==> config.mk <==
export PLATFORM = sky130hd
export DESIGN_NAME = ps2_tx
export DESIGN_NICKNAME = d
export VERILOG_FILES = /design/src/rtl/ps2_pkg.sv /design/src/rtl/ps2_line_filter.sv /design/src/rtl/ps2_tx.sv
export SDC_FILE = /design/constraint.sdc
export NUM_CORES = 1
export LEC_CHECK = 0
export CORE_MARGIN = 10
export CORE_UTILIZATION = 32
export CTS_CLUSTER_SIZE = 10
export DETAILED_ROUTE_END_ITERATION = 10
export MAX_ROUTING_LAYER = met4
export SYNTH_ARGS = -nofsm -noshare
export SYNTH_HDL_FRONTEND = slang
export SYNTH_SLANG_ARGS = --single-unit
==> constraint.sdc <==
create_clock -name clock -period 2.7 [get_ports clock]
set_input_delay 0.54 -clock clock [delete_from_list [all_inputs] [get_ports clock]]
set_output_delay 0.54 -clock clock [all_outputs]
set_load 0.05 [all_outputs]
==> src/rtl/ps2_pkg.sv <==
// Shared types and constants for the PS/2 host-side blocks.
// Holds the transmitter state encoding, keyboard command bytes and the line idle level.
package ps2_pkg;

  typedef enum logic [2:0] {
    S_IDLE      = 3'd0,
    S_INHIBIT   = 3'd1,
    S_REQ       = 3'd2,
    S_WAIT1     = 3'd3,
    S_BITS      = 3'd4,
    S_ACK       = 3'd5,
    S_WAIT_IDLE = 3'd6,
    S_FAIL      = 3'd7
  } ps2_state_t;

  localparam logic [7:0] CMD_LEDS      = 8'hED;
  localparam logic [7:0] CMD_RESET     = 8'hFF;
  localparam logic [7:0] CMD_TYPEMATIC = 8'hF3;

  // Both PS/2 lines are open-collector with pull-ups, so released means high.
  localparam logic LINE_IDLE = 1'b1;

  localparam int TIMER_W = 19;

  function automatic logic odd_parity(input logic [7:0] d);
    return ~^d;
  endfunction

endpackage

==> src/rtl/ps2_line_filter.sv <==
// Conditions one raw PS/2 line: 2-FF synchronizer, stability filter, and a
// registered one-cycle strobe on each accepted 1->0 transition.
module ps2_line_filter
  import ps2_pkg::*;
#(
  parameter int FILTER = 8
) (
  input  logic clock,
  input  logic reset_n,
  input  logic raw,
  output logic level,
  output logic fall
);

  localparam int CNT_W = $clog2(FILTER) + 1;

  logic [1:0]       sync_reg;
  logic             level_reg;
  logic             fall_reg;
  logic [CNT_W-1:0] stable_cnt_reg;

  always_ff @(posedge clock) begin
    if (!reset_n) begin
      sync_reg       <= {2{LINE_IDLE}};
      level_reg      <= LINE_IDLE;
      fall_reg       <= 1'b0;
      stable_cnt_reg <= '0;
    end else begin
      sync_reg <= {sync_reg[0], raw};
      fall_reg <= 1'b0;
      if (sync_reg[1] == level_reg) begin
        stable_cnt_reg <= '0;
      end else if (stable_cnt_reg == CNT_W'(FILTER - 1)) begin
        // New level has differed for FILTER consecutive cycles: accept it.
        level_reg      <= sync_reg[1];
        fall_reg       <= level_reg;
        stable_cnt_reg <= '0;
      end else begin
        stable_cnt_reg <= stable_cnt_reg + 1'b1;
      end
    end
  end

  assign level = level_reg;
  assign fall  = fall_reg;

endmodule

==> src/rtl/ps2_tx.sv <==
// PS/2 host-to-device transmitter: inhibits the clock, issues the request-to-send,
// shifts data/parity/stop out on device clock falls and checks the device ack.
module ps2_tx
  import ps2_pkg::*;
#(
  parameter int INHIBIT_CYC = 3000,
  parameter int START_TMO   = 375000,
  parameter int XFER_TMO    = 50000,
  parameter int FILTER      = 8
) (
  input  logic       clock,
  input  logic       reset_n,
  input  logic       ps_clock_i,
  input  logic       ps_data_i,
  output logic       ps_clock_oe,
  output logic       ps_data_oe,
  input  logic [7:0] data,
  input  logic       send,
  output logic       busy,
  output logic       done,
  output logic       error
);

  // Index 0 = clock line, index 1 = data line.
  logic [1:0] line_raw;
  logic [1:0] line_level;
  logic [1:0] line_fall;

  assign line_raw = {ps_data_i, ps_clock_i};

  genvar gi;
  generate
    for (gi = 0; gi < 2; gi++) begin : g_filter
      ps2_line_filter #(.FILTER(FILTER)) u_filter (
        .clock   (clock),
        .reset_n (reset_n),
        .raw     (line_raw[gi]),
        .level   (line_level[gi]),
        .fall    (line_fall[gi])
      );
    end
  endgenerate

  logic clk_level, dat_level, clk_fall;
  logic unused_data_fall;

  assign clk_level        = line_level[0];
  assign dat_level        = line_level[1];
  assign clk_fall         = line_fall[0];
  assign unused_data_fall = line_fall[1];

  ps2_state_t         state_reg, state_next;
  logic [TIMER_W-1:0] timer_reg, timer_next, timer_inc;
  logic [3:0]         cnt_reg, cnt_next;
  logic [9:0]         sh_reg, sh_next;
  logic               clock_oe_reg, clock_oe_next;
  logic               data_oe_reg, data_oe_next;
  logic               busy_reg, busy_next;
  logic               done_reg, done_next;
  logic               error_reg, error_next;
  logic               fail_go;

  always_ff @(posedge clock) begin
    if (!reset_n) begin
      state_reg    <= S_IDLE;
      timer_reg    <= '0;
      cnt_reg      <= '0;
      sh_reg       <= '0;
      clock_oe_reg <= 1'b0;
      data_oe_reg  <= 1'b0;
      busy_reg     <= 1'b0;
      done_reg     <= 1'b0;
      error_reg    <= 1'b0;
    end else begin
      state_reg    <= state_next;
      timer_reg    <= timer_next;
      cnt_reg      <= cnt_next;
      sh_reg       <= sh_next;
      clock_oe_reg <= clock_oe_next;
      data_oe_reg  <= data_oe_next;
      busy_reg     <= busy_next;
      done_reg     <= done_next;
      error_reg    <= error_next;
    end
  end

  assign timer_inc = (&timer_reg) ? timer_reg : timer_reg + 1'b1;

  always_comb begin
    state_next    = state_reg;
    timer_next    = timer_reg;
    cnt_next      = cnt_reg;
    sh_next       = sh_reg;
    clock_oe_next = clock_oe_reg;
    data_oe_next  = data_oe_reg;
    busy_next     = busy_reg;
    done_next     = 1'b0;
    error_next    = error_reg;
    fail_go       = 1'b0;

    case (state_reg)
      S_IDLE: begin
        busy_next = 1'b0;
        // A send landing on the done cycle belongs to the finished transaction.
        if (send && !done_reg) begin
          sh_next       = {1'b1, odd_parity(data), data};
          cnt_next      = '0;
          timer_next    = '0;
          error_next    = 1'b0;
          busy_next     = 1'b1;
          clock_oe_next = 1'b1;
          state_next    = S_INHIBIT;
        end
      end
      S_INHIBIT: begin
        if (timer_reg == TIMER_W'(INHIBIT_CYC - 1)) begin
          data_oe_next = 1'b1;
          state_next   = S_REQ;
        end else begin
          timer_next = timer_inc;
        end
      end
      S_REQ: begin
        clock_oe_next = 1'b0;
        timer_next    = '0;
        state_next    = S_WAIT1;
      end
      S_WAIT1: begin
        if (clk_fall) begin
          data_oe_next = ~sh_reg[0];
          cnt_next     = 4'd1;
          timer_next   = '0;
          state_next   = S_BITS;
        end else if (timer_reg == TIMER_W'(START_TMO)) begin
          fail_go = 1'b1;
        end else begin
          timer_next = timer_inc;
        end
      end
      S_BITS: begin
        if (timer_reg == TIMER_W'(XFER_TMO)) begin
          fail_go = 1'b1;
        end else begin
          timer_next = timer_inc;
          if (clk_fall) begin
            data_oe_next = ~sh_reg[cnt_reg];
            cnt_next     = cnt_reg + 4'd1;
            if (cnt_reg == 4'd9) state_next = S_ACK;
          end
        end
      end
      S_ACK: begin
        if (timer_reg == TIMER_W'(XFER_TMO)) begin
          fail_go = 1'b1;
        end else begin
          timer_next = timer_inc;
          if (clk_fall) begin
            if (!dat_level) begin
              error_next = 1'b0;
              state_next = S_WAIT_IDLE;
            end else begin
              fail_go = 1'b1;
            end
          end
        end
      end
      S_WAIT_IDLE: begin
        if (timer_reg == TIMER_W'(XFER_TMO)) begin
          fail_go = 1'b1;
        end else begin
          timer_next = timer_inc;
          if (clk_level && dat_level) begin
            done_next  = 1'b1;
            busy_next  = 1'b0;
            state_next = S_IDLE;
          end
        end
      end
      S_FAIL: begin
        state_next = S_IDLE;
      end
      default: begin
        state_next = S_IDLE;
      end
    endcase

    // Failure outputs are set on entry so done/error appear in the FAIL cycle itself.
    if (fail_go) begin
      clock_oe_next = 1'b0;
      data_oe_next  = 1'b0;
      error_next    = 1'b1;
      done_next     = 1'b1;
      busy_next     = 1'b0;
      state_next    = S_FAIL;
    end
  end

  assign ps_clock_oe = clock_oe_reg;
  assign ps_data_oe  = data_oe_reg;
  assign busy        = busy_reg;
  assign done        = done_reg;
  assign error       = error_reg;

endmodule

==> results.py, run 1 <==
metrics = {
    "timing": {
        "min_period_ps": 2410,
        "relSlewSlack_pct": 55.4,
        "setup_violations": 0,
        "final_hold_viol_count": 0,
        "worst_pin_slew_ps": 670,
        "fin_ws_ps": 293,
        "rsz0062_at_grt": "false",
        "final.period_utilization_pct": 89.2,
        "tns_ps": 0,
        "fmax_ghz": 0.415,
        "fin_worst_skew_ps": 14.1,
        "finalMaxSlewViolations": 0,
    },
    "logic_synthesis": {
        "ys_types": 70,
        "synth-edff-count": 0,
        "synth_nets": 388,
        "async_flop_share_pct": 0,
        "seq_area_frac_synth_pct": 36.1,
        "syn_area_um2": 3100,
        "ys.flop_type": "dfxtp_1",
        "ys_ff_latch": 56,
        "yosysWarnings": 0,
        "syn-instance-count": 369,
        "avgSynthCellArea_um2": 8.41,
    },
    "cts": {
        "cts_resized": 0,
        "clock-sinks": 56,
        "post_cts_buffers": 0,
        "h-tree-depth": 2,
        "path_clk_slew_ps": 100,
        "cts_hold_buffers": 0,
        "cts_buffers": 5,
        "cts_tree": "done",
        "insertion_delay_ps": 320,
        "clock_path_buffers": 2,
        "clock-root-buffer": "clkbuf_8",
    },
    "place": {
        "dp_hpwl_um": 4990,
        "pre_cts_ws_ps": 161,
        "routabilityCongestion": 0.882,
        "port_buffers": 17,
        "placed_cells": 508,
    },
    "grt": {
        "overflow": 0,
        "grt_usage_pct": 9.81,
        "antenna_found_initial": 0,
        "grt_pass1_wl_um": 11600,
        "grt_max_degree": 22,
        "grt_pass1_vias": 2441,
    },
    "setup_path": {
        "critical_path_class": "reg -> reg",
        "worstPathRequired_ps": 2940,
        "critPathCaptureType": "flip-flop",
        "cp-start-kind": "flip-flop",
        "cp.arrival_ps": 2640,
        "reg2reg_setup_slack_ps": 290,
        "crit_fanout": 21,
    },
    "route": {
        "ant_nets": 0,
        "first_iter_violations": 247,
        "vias": 2698,
        "wl_per_cell_um": 13.3,
        "drt_wl_total_um": 6850,
        "first_pass_iters": 4,
        "drc": 0,
        "vias_per_cell": 5.23,
    },
    "power": {
        "leakage_nw": 1.13,
        "power.density_nw_per_um2": 467,
        "vdd_drop_max_uv": 211,
        "p_total_w": 0.00162,
    },
    "finish": {
        "final_nets": 405,
        "drive_above_1_share_pct": 11.4,
        "syn_to_final_growth_pct": 12.1,
        "layout_commonest_cell": "dfxtp_1",
        "final_cell_mix": "56 x dfxtp_1, 41 x nand2_1, 34 x a21oi_1, 27 x nor2_1",
        "layoutNonFillerInstCount": 516,
        "largest_register_ffs": 19,
        "diodes": 0,
    },
    "die": {
        "die_w_um": 118,
        "initial_core_util_pct": 33.3,
        "die_h_um": 118,
        "io_pins": 18,
        "fp-row-count": 35,
        "dieArea_um2": 14000,
        "coreArea_um2": 9330,
    },
    "job": {
        "drv_cap": 0,
    },
    "run_status": {
        "status": "finished clean",
    },
    "worst_hold_path": {
        "hold_path_class": "reg -> reg",
    },
}
[layer usage]
layer	share of wire [%]	GRT usage (%)	vias to the layer above
li1	-	-	1375
met1	49	12.8	1262
met2	46	15.1	53
met3	3.9	2.00	8
met4	1.0	2.60	0
met5	0	-	-
[through the flow]
| stage | util, % | cell area (um^2) | hold slack [ps] |
|---|---|---|---|
| finish | 37.3 | 3480 | 416 |
| global route | 37.3 | 3480 | 440 |
| CTS | 37.3 | 3480 | 422 |
| detailed placement | 36.4 | 3390 | 397 |
| global placement | 36.4 | 3390 | 393 |
| floorplan | - | 3100 | 386 |
[report_power, final]
group | internal, W | total (W) | switching (W)
sequential | 0.000856 | 0.000882 | 0.0000262
clock | 0.000185 | 0.000470 | 0.000285
combinational | 0.000114 | 0.000272 | 0.000157
[Yosys cell counts (all sizes together) (2+ instances only)]
cell type   n  area (um^2)
and2        5         32.5
a211oi      2         15.0
xor2        6         52.6
ha          6         75.1
nor2b       2         12.5
or2         3         18.8
a31o        2         17.5
mux2i       5         50.1
nor4        6         43.8
nand2b      8         50.1
nand4       6         43.8
mux4        2         45.0
nor2       28          108
or3        10         62.6
xnor2       9         78.8
nor3        9         45.0
nor4b       2         23.8
clkbuf      9         43.8
o221a       2         22.5
o31ai       6         45.0
or4         6         48.8
buf         8         76.3
nor4bb      2         26.3
nand3      19          113
nor3b       6         56.3
nand2      42          160
a21o        2         16.3
and3        5         31.3
a31oi       7         43.8
a2111oi     2         17.5
inv        12         45.0
dfxtp      56         1120
a21oi      35          179
o21ai      19         95.1
nand3b      4         30.0
[critical path: stages, from the launching register on]
cell	delay, ps
dfxtp_1	720
nor2_1	150
and2_2	250
a41oi_4	260
nand3_4	230
or4_1	550
a21oi_1	150
[final timing paths]
kind / start / endpoint / cells after the start
worst max-delay path: state_reg[1]$_SDFFE_PN0P_ / timer_reg[13]$_SDFFE_PN0P_ / 6
worst min-delay path: g_filter[0].u_filter.sync_reg[0]$_SDFF_PN1_ / g_filter[0].u_filter.sync_reg[1]$_SDFF_PN1_ / 1
worst max register to register: state_reg[1]$_SDFFE_PN0P_ / timer_reg[13]$_SDFFE_PN0P_ / 6
worst min register to register: g_filter[0].u_filter.sync_reg[0]$_SDFF_PN1_ / g_filter[0].u_filter.sync_reg[1]$_SDFF_PN1_ / 1
[cell families after synthesis]
family | synth area share, %
AND/OR/NAND/NOR | 31.4
AO/OA/AOI/OAI | 17.3
flip-flops | 36.1
buffers and inverters | 5.44
XOR/XNOR | 4.23
multiplexers | 3.06
adder cells (fa/ha/maj) | 2.42
[area by class of cell]
class	count	area [um^2]
well taps	129	161
clock inverters	2	16.3
clock buffers	6	72.6
repair buffers	27	245
fillers	976	5850
multi-input cells	283	1810
inverters	13	48.8
flip-flops and latches	56	1120
Note: power is estimated with default switching activity, not from simulation.
==> run 2, diff against run 1 <==
CORE_MARGIN = 5   (was 10)
GPL_TIMING_DRIVEN = 1   (was default)
==> run 2 against run 1 <==
- worst setup slack worse by 84 ps
- clock skew down 1.0 ps
- sequential power about the same
- sequential cell count unchanged
- first-iteration DRC count up 3.2%
- die area down 16%
- cell count up 0.97%
- utilization down 0.91 points
- combinational power about the same
- largest cell class unchanged
==> results.py, run 2 (synthesis results as in run 1) <==
metrics = {
    "worst_hold_path": {
        "hold_path_class": "reg -> reg",
    },
    "run_status": {
        "status": "finished clean",
    },
    "timing": {
        "fmax_ghz": 0.401,
        "fin_worst_skew_ps": 13.1,
        "tns_ps": 0,
        "hold_slack_ps": 417,
        "relSlewSlack_pct": 54.4,
        "min_period_ps": 2490,
        "final.period_utilization_pct": 92.3,
        "final_hold_viol_count": 0,
        "finalMaxSlewViolations": 0,
        "rsz0062_at_grt": "false",
        "worst_pin_slew_ps": 683,
        "fin_ws_ps": 209,
        "setup_violations": 0,
    },
    "place": {
        "dp_hpwl_um": 5000,
        "placed_area_um2": 3400,
        "pre_cts_ws_ps": 134,
        "port_buffers": 17,
        "routabilityCongestion": 0.895,
    },
    "grt": {
        "grt_usage_pct": 12.4,
        "grtUsageMet2_pct": 20.2,
        "grt_pass1_wl_um": 11700,
        "busiest_layer": "met2",
        "grtUsageMet3_pct": 2.33,
        "grt_max_degree": 23,
        "antenna_found_initial": 0,
        "gr-usage-met1_pct": 15.7,
        "grt_pass1_vias": 2483,
        "overflow": 0,
    },
    "route": {
        "first_pass_iters": 4,
        "wl_per_cell_um": 12.9,
        "vias_per_cell": 5.14,
        "vias": 2676,
        "drt_wl_total_um": 6700,
        "drc": 0,
        "first_iter_violations": 255,
        "ant_nets": 0,
    },
    "die": {
        "io_pins": 18,
        "dieArea_um2": 11800,
        "coreArea_um2": 9590,
        "die_h_um": 108,
        "fp-row-count": 36,
        "die_w_um": 108,
        "initial_core_util_pct": 32.4,
    },
    "setup_path": {
        "cp_top_family": "simple AND/OR/NAND/NOR gates",
        "crit_fanout": 22,
        "cp.arrival_ps": 2730,
        "critical_path_class": "reg -> reg",
        "crit_chain": "or2_2, o31ai_1, a41oi_4, nand3_4, buf_4, or3_1, a21oi_1",
        "max_stage_delay_ps": 770,
        "worstPathRequired_ps": 2940,
        "cp_slowest_cell": "dfxtp_1",
        "critPathCaptureType": "flip-flop",
        "cp-start-kind": "flip-flop",
        "worst-path-buf-inv": 1,
    },
    "finish": {
        "final_nets": 406,
        "postLayoutCellArea_um2": 3490,
        "final_core_util_pct": 36.4,
        "drive_above_1_share_pct": 11.6,
        "largest_register_ffs": 19,
        "diodes": 0,
        "syn_to_final_growth_pct": 12.5,
        "final_cell_mix": "56 x dfxtp_1, 41 x nand2_1, 34 x a21oi_1, 27 x nor2_1",
        "layout_commonest_cell": "dfxtp_1",
    },
    "cts": {
        "path_clk_slew_ps": 100,
        "post_cts_buffers": 0,
        "clock-sinks": 56,
        "cts_hold_buffers": 0,
        "insertion_delay_ps": 310,
        "cts_resized": 0,
        "clock_path_buffers": 2,
        "clock-root-buffer": "clkbuf_8",
        "h-tree-depth": 2,
        "cts_buffers": 5,
        "cts_tree": "done",
    },
    "power": {
        "vdd_drop_max_uv": 224,
        "power.density_nw_per_um2": 463,
        "leakage_nw": 1.13,
    },
    "job": {
        "drv_cap": 0,
    },
}
## run 2: cell count changes in the layout (fill, tap and decap cells not counted)
cell	previous run	this run
buf_4	10	11
## run 2: area by class of cell
type / count / area, um^2
repair buffers: 28 / 253
well taps: 133 / 166
fillers: 999 / 6100
clock inverters: 2 / 16.3
inverters: 13 / 48.8
multi-input cells: 283 / 1810
flip-flops and latches: 56 / 1120
clock buffers: 6 / 72.6
## run 2: power by group
part | leakage (nW) | switching, W | internal, W | total (W)
sequential | 0.455 | 0.0000271 | 0.000856 | 0.000883
clock | 0.0414 | 0.000276 | 0.000185 | 0.000462
combinational | 0.633 | 0.000157 | 0.000116 | 0.000274
total | 1.13 | 0.000461 | 0.00116 | 0.00162
## run 2: metal layers
layer | share of wire (%) | vias to the layer above
met5 | 0 | -
met4 | 0.94 | 0
met3 | 4.7 | 6
met2 | 47 | 63
met1 | 47 | 1235
li1 | - | 1372
## run 2: metrics by stage
| stage | total power (W) | std cells |
|---|---|---|
| floorplan | 0.00111 | 369 |
| global placement | 0.00117 | 513 |
| detailed placement | 0.00118 | 513 |
| CTS | 0.00163 | 521 |
| global route | 0.00170 | 521 |
| finish | 0.00162 | 521 |
## run 2: final timing paths
kind | endpoint | cells past startpoint | from | slack [ps]
hold reg to reg | g_filter[1].u_filter.sync_reg[1]$_SDFF_PN1_ | 1 | g_filter[1].u_filter.sync_reg[0]$_SDFF_PN1_ | 420
hold / removal | g_filter[1].u_filter.sync_reg[1]$_SDFF_PN1_ | 1 | g_filter[1].u_filter.sync_reg[0]$_SDFF_PN1_ | 420
setup / recovery | timer_reg[5]$_SDFFE_PN0P_ | 7 | state_reg[1]$_SDFFE_PN0P_ | 210
setup reg to reg | timer_reg[5]$_SDFFE_PN0P_ | 7 | state_reg[1]$_SDFFE_PN0P_ | 210
==> run 3, diff against run 2 <==
ABC_CLOCK_PERIOD_IN_PS = 2700   (was default)
==> results of run 3 <==
Final layout, timing and power as in run 2 (identical DEF).
